## config.mk

```make
export PLATFORM = sky130hd
export DESIGN_NAME = dma_priority_arbiter
export DESIGN_NICKNAME = d
export VERILOG_FILES = /design/src/rtl/dma_priority_arbiter.sv
export SDC_FILE = /design/constraint.sdc
export NUM_CORES = 1
export LEC_CHECK = 0
export ABC_AREA = 1
export BUFFER_PORTS_ARGS = -buffer_cell sky130_fd_sc_hd__buf_2
export CAP_MARGIN = 0
export CORE_MARGIN = 5
export CORE_UTILIZATION = 43
export CTS_CLUSTER_SIZE = 20
export DETAILED_ROUTE_END_ITERATION = 8
export PLACE_DENSITY = 0.8
export SETUP_SLACK_MARGIN = 0.15
export SLEW_MARGIN = 20
export SYNTH_ARGS = -nofsm -noshare
export SYNTH_HDL_FRONTEND = slang
export SYNTH_SLANG_ARGS = --single-unit
```

## constraint.sdc

```tcl
create_clock -name CLK -period 1.45 [get_ports CLK]
set_input_delay 0.145 -clock CLK [delete_from_list [all_inputs] [get_ports CLK]]
set_output_delay 0.145 -clock CLK [all_outputs]
set_load 0.01 [all_outputs]
```

## src/rtl/dma_priority_arbiter.sv

```systemverilog
// DMA priority arbiter: picks one enabled requesting channel, runs the HRQ/HLDA hold handshake
// and drives one-hot DACK until TC. Define DMA_ROTATE_PRIORITY_EN to enable rotating priority.
module dma_priority_arbiter #(
   parameter int NUM_CH           = 4,
   parameter bit DREQ_ACTIVE_HIGH = 1'b1
) (
   input  logic              CLK,
   input  logic              reset,
   input  logic [NUM_CH-1:0] dreq,
   input  logic [NUM_CH-1:0] masked_channels,
   input  logic              hlda,
   input  logic              tc,
   input  logic              rotate_mode,
   output logic              hrq,
   output logic [NUM_CH-1:0] dack,
   output logic [1:0]        active_ch,
   output logic              busy
);

   typedef enum logic [1:0] {
      IDLE,
      HOLD_REQ,
      SERVICE,
      RELEASE
   } state_t;

   state_t             state;
   logic [NUM_CH-1:0]  dreq_norm;
   logic [NUM_CH-1:0]  eff;
   logic [1:0]         base;
   logic [1:0]         winner;
   logic               active_req;
   logic               service_done;

   assign dreq_norm    = DREQ_ACTIVE_HIGH ? dreq : ~dreq;
   assign eff          = dreq_norm & ~masked_channels;
   assign active_req   = eff[active_ch];
   assign service_done = (state == SERVICE) && hlda && (tc || !active_req);

   // Scan from lowest priority up so the highest-priority requester is written last.
   always_comb begin
      logic [1:0] idx;
      winner = base;
      for (int unsigned k = 0; k < 4; k++) begin
         idx = base + 2'(3 - k);
         if (eff[idx]) winner = idx;
      end
   end

`ifdef DMA_ROTATE_PRIORITY_EN
   logic [1:0] ptr;
   logic       rot_q;

   assign base = rotate_mode ? ptr : '0;

   // rotate_mode is captured while idle; it decides whether the finishing service rotates.
   always_ff @(posedge CLK) begin
      if (reset) begin
         ptr   <= '0;
         rot_q <= 1'b0;
      end else if (state == IDLE) begin
         rot_q <= rotate_mode;
         if (!rotate_mode) ptr <= '0;
      end else if (service_done && rot_q) begin
         ptr <= active_ch + 2'd1;
      end
   end
`else
   logic unused_rotate_mode;

   assign base               = '0;
   assign unused_rotate_mode = rotate_mode;
`endif

   always_ff @(posedge CLK) begin
      if (reset) begin
         state     <= IDLE;
         hrq       <= 1'b0;
         dack      <= '0;
         active_ch <= '0;
         busy      <= 1'b0;
      end else begin
         case (state)
            IDLE: begin
               if (eff != '0) begin
                  active_ch <= winner;
                  hrq       <= 1'b1;
                  busy      <= 1'b1;
                  state     <= HOLD_REQ;
               end
            end
            HOLD_REQ: begin
               if (!active_req) begin
                  hrq   <= 1'b0;
                  busy  <= 1'b0;
                  state <= IDLE;
               end else if (hlda) begin
                  dack  <= NUM_CH'(1) << active_ch;
                  state <= SERVICE;
               end
            end
            SERVICE: begin
               if (!hlda) begin
                  dack  <= '0;
                  hrq   <= 1'b0;
                  busy  <= 1'b0;
                  state <= IDLE;
               end else if (service_done) begin
                  dack  <= '0;
                  hrq   <= 1'b0;
                  busy  <= 1'b0;
                  state <= RELEASE;
               end
            end
            RELEASE: begin
               if (!hlda) state <= IDLE;
            end
            default: state <= IDLE;
         endcase
      end
   end

endmodule

```

==> metrics.md <==
| Metric | Value |
|---|---|
| Average instance area after synthesis | `around 6 sq um` |
| Tot GR Track Use | `0.1471` |
| Most common cell on crit path | `nor2_1` |
| Hold WS | `0.07290 ns` |
| IO buf count | `19` |
| Worst reg2reg path endpoint | `dack[3]` |
| Crit path max-delay cell type | `dfxtp_4` |
| Place WS | `0.03542 ns` |
| Global-route wire length before repair | `2.387 mm` |
| Maxcap violations | `0` |
| Setup TNS | `0 ns` |
| Die area | `2317 sq um` |
| Initial Utilization | `0.4690` |
| Setup ws final | `0.09548 ns` |
| Drt total wl | `1.706 mm` |
| Post-Syn Instances | `102` |
| Layout Utilization | `0.6811` |
| Clock transition at the registers of the reported paths | `0.06 ns` |
| Rel. slew slack | `0.8372` |
| Grt total ovfl | `0` |
| Total CTS buffers | `3` |
| Cell depth of the worst min-delay path | `2` |
| Synth cell types | `16` |
| DR WL/cell | `11.61 um` |
| Dominant cell type by area after synthesis | `dfxtp_1` |
| Hold buffers post-CTS | `0` |
| Slew Viols, Final | `0` |
| Die width | `48.14 um` |
| Hold path start | `reset` |
| ANT cells | `0` |
| Max Fclk | `~740 MHz` |
| Worst-path maximum fanout | `5` |
| FF+latch count, synth | `9` |
| Fillers | `approximately 140` |
| Top_reg_cell synth | `dfxtp_1` |
| Top-count cell post-synth | `nand2_1` |
| Worst r2r path cells | `10` |
| Status | `completed` |
| Final Wtd Congestion | `0.8561` |
| PwrDens | `1198 nW/um^2` |
| Share of the synthesized area in the top cell type | `0.2880` |
| Worst-skew pair later-pin latency | `approximately 0.26 ns` |
| Leak pwr | `around 0.47 nW` |
| Vias | `752` |
| Ys Warns | `0` |
| Site row count | `13` |
| CP cell instances | `inv_4, nand2_2, nor2_1, nor2_1, nand2_2, a21oi_4, buf_4, nand3_2, nand2_1, nor2_1` |
| Share of layout cells above drive strength 1 | `0.4091` |
| DRT Pass-1 Iters | `4` |
| Area contributors post-synth | `dfxtp_1 (29%), nand2_1 (19%), nor2_1 (9.6%)` |
| Hold Fails Final Rpt | `0` |
| H-tree depth | `1` |
| CP Class | `reg -> reg` |
| Core area | `around 1300 sq um` |
| Vias in the first global route | `approximately 630` |
| Worst-Margin Slew | `0.2426 ns` |
| Layout Nets | `150` |
| Required @ worst endpoint | `1.60 ns` |
| Worst Setup End Kind | `register` |
| Clk buf depth | `2` |
| Pin count of the biggest net entering global routing | `8` |
| Maximum vdd drop | `around 0.00072 V` |
| Area Overhead vs Synth | `45.20%` |
| Routed Antenna Nets | `0` |
| FF-to-FF setup slack | `0.1 ns` |
| Top cells by count, synth | `nand2_1 (31), nor2_1 (16), inv_1 (12), nand3_1 (11), dfxtp_1 (9)` |
| Crit path buf inv count | `2` |
| Post-synth EDFFs | `0` |
| Die H | `48.14 um` |
| Io pins | `21` |
| Hold path endpoint | `active_ch[0]` |
| Setup crit start kind | `register` |
| Min-delay worst type | `in -> reg` |
| DP HPWL | `about 1.2 mm` |
| Final period util | `0.9342` |
| RR Startpoint | `active_ch[0]` |
| Iter 0 DRT Violations | `20` |
| Max incr delay on CP | `between 0.3 and 0.4 ns` |
| Mapped cell area | `625.6 sq um` |
| Tmin final | `about 1.4 ns` |
| # clock sinks | `9` |
| CTS tree | `done` |
| Clk_skew | `0.004454 ns` |
| Async S/R FF share, synth | `0` |
| Root buffer cell | `clkbuf_4` |
| Sequential fraction of the synthesis area | `0.2880` |
| Crit-path leading delay family | `simple AND/OR/NAND/NOR gates` |
| Unrepaired setup endpoints after global routing | `yes` |
| WP data arrival | `1.50 ns` |
| Initial antenna violation count | `0` |
| Final setup vio count | `0` |
| Post-synthesis net count | `119` |
| DRC | `0` |
| Vias/cell | `5.116` |
==> cells by family (layout without fill, tap and decap cells) <==
kind of cell | count (synthesis) | count (layout) | synth area share
simple gates | 63 | 63 | 0.4200
compound gates | 12 | 12 | 0.1220
fa+ha+maj | 4 | 4 | 0.08000
buf+inv | 14 | 44 | 0.08999
flops | 9 | 9 | 0.2880
==> placed cells by master (no fill, tap or decap), types with 2 or more instances in the layout <==
cell and count:
dfxtp_4 2, nand3_2 2, dfxtp_1 5, inv_1 9, nand2_4 2, ha_4 2
nor2_1 14, nand2_1 28, nand3_1 9, inv_2 3, dfxtp_2 2, clkbuf_4 3
a21oi_1 6, nand2_2 4, buf_4 8, buf_2 19, o21ai_1 2, nor2_4 2
==> state kept, by name, summed over array words and instances, names as in the netlist <==
signal / cells
active_ch: 2
dack: 4
state: 2
busy: 1
==> layout make-up <==
cell class	instances	area, sq um	area share
clock buffers	4	26.28	0.02893
inverters	13	51.30	0.05647
multi-input cells	79	466.7	0.5138
flip-flops and latches	9	190.2	0.2094
well taps	15	18.77	0.02066
repair buffers	27	155.1	0.1708
==> how the worst max path moves through the flow <==
stage | start | depth (start not counted) | to
floorplan | active_ch[0] | 11 | dack[1]
global placement | active_ch[0] | 9 | dack[3]
detailed placement | state[0] | 9 | state[1]
CTS | state[1] | 9 | state[0]
global route | active_ch[0] | 10 | dack[3]
finish | active_ch[0] | 10 | dack[3]
==> through the flow <==
stage | std cells | cell area [sq um] | power [W]
after floorplan | 102 | 628.1 | 0.0006518
after global placement | 137 | 749.5 | 0.0007563
after detailed placement | 137 | 749.5 | 0.0007728
after CTS | 143 | 819.5 | 0.0009914
after global routing | 147 | 908.4 | 0.001187
final | 147 | 908.4 | 0.001089
==> per-layer routing <==
layer,GRT usage,vias up,part of all wire
li1,-,383,-
met1,0.1752,336,0.40
met2,0.2578,29,0.50
met3,0.02214,4,0.080
met4,0.06452,0,0.015
met5,0,-,0
==> power by group <==
part / switching (W) / internal [W] / leakage, nW / total [W]
registers: 0.0000429 / 0.000305 / 0.0760 / 0.000348
clock network: 0.0000831 / 0.000106 / 0.0150 / 0.000189
logic: 0.000316 / 0.000236 / 0.378 / 0.000552
total: 0.000442 / 0.000647 / 0.468 / 0.00109
==> what timing repair did <==
| item | in CTS | in global routing |
|---|---|---|
| gates resized for setup | 13 | 17 |
| endpoints found under the hold margin | 0 | 0 |
| cloned | 0 | 0 |
| setup buffers | 2 | 4 |
| setup endpoints to repair | 7 | 8 |
| pin swaps | 7 | 12 |
(Power assumes the default switching activity.)
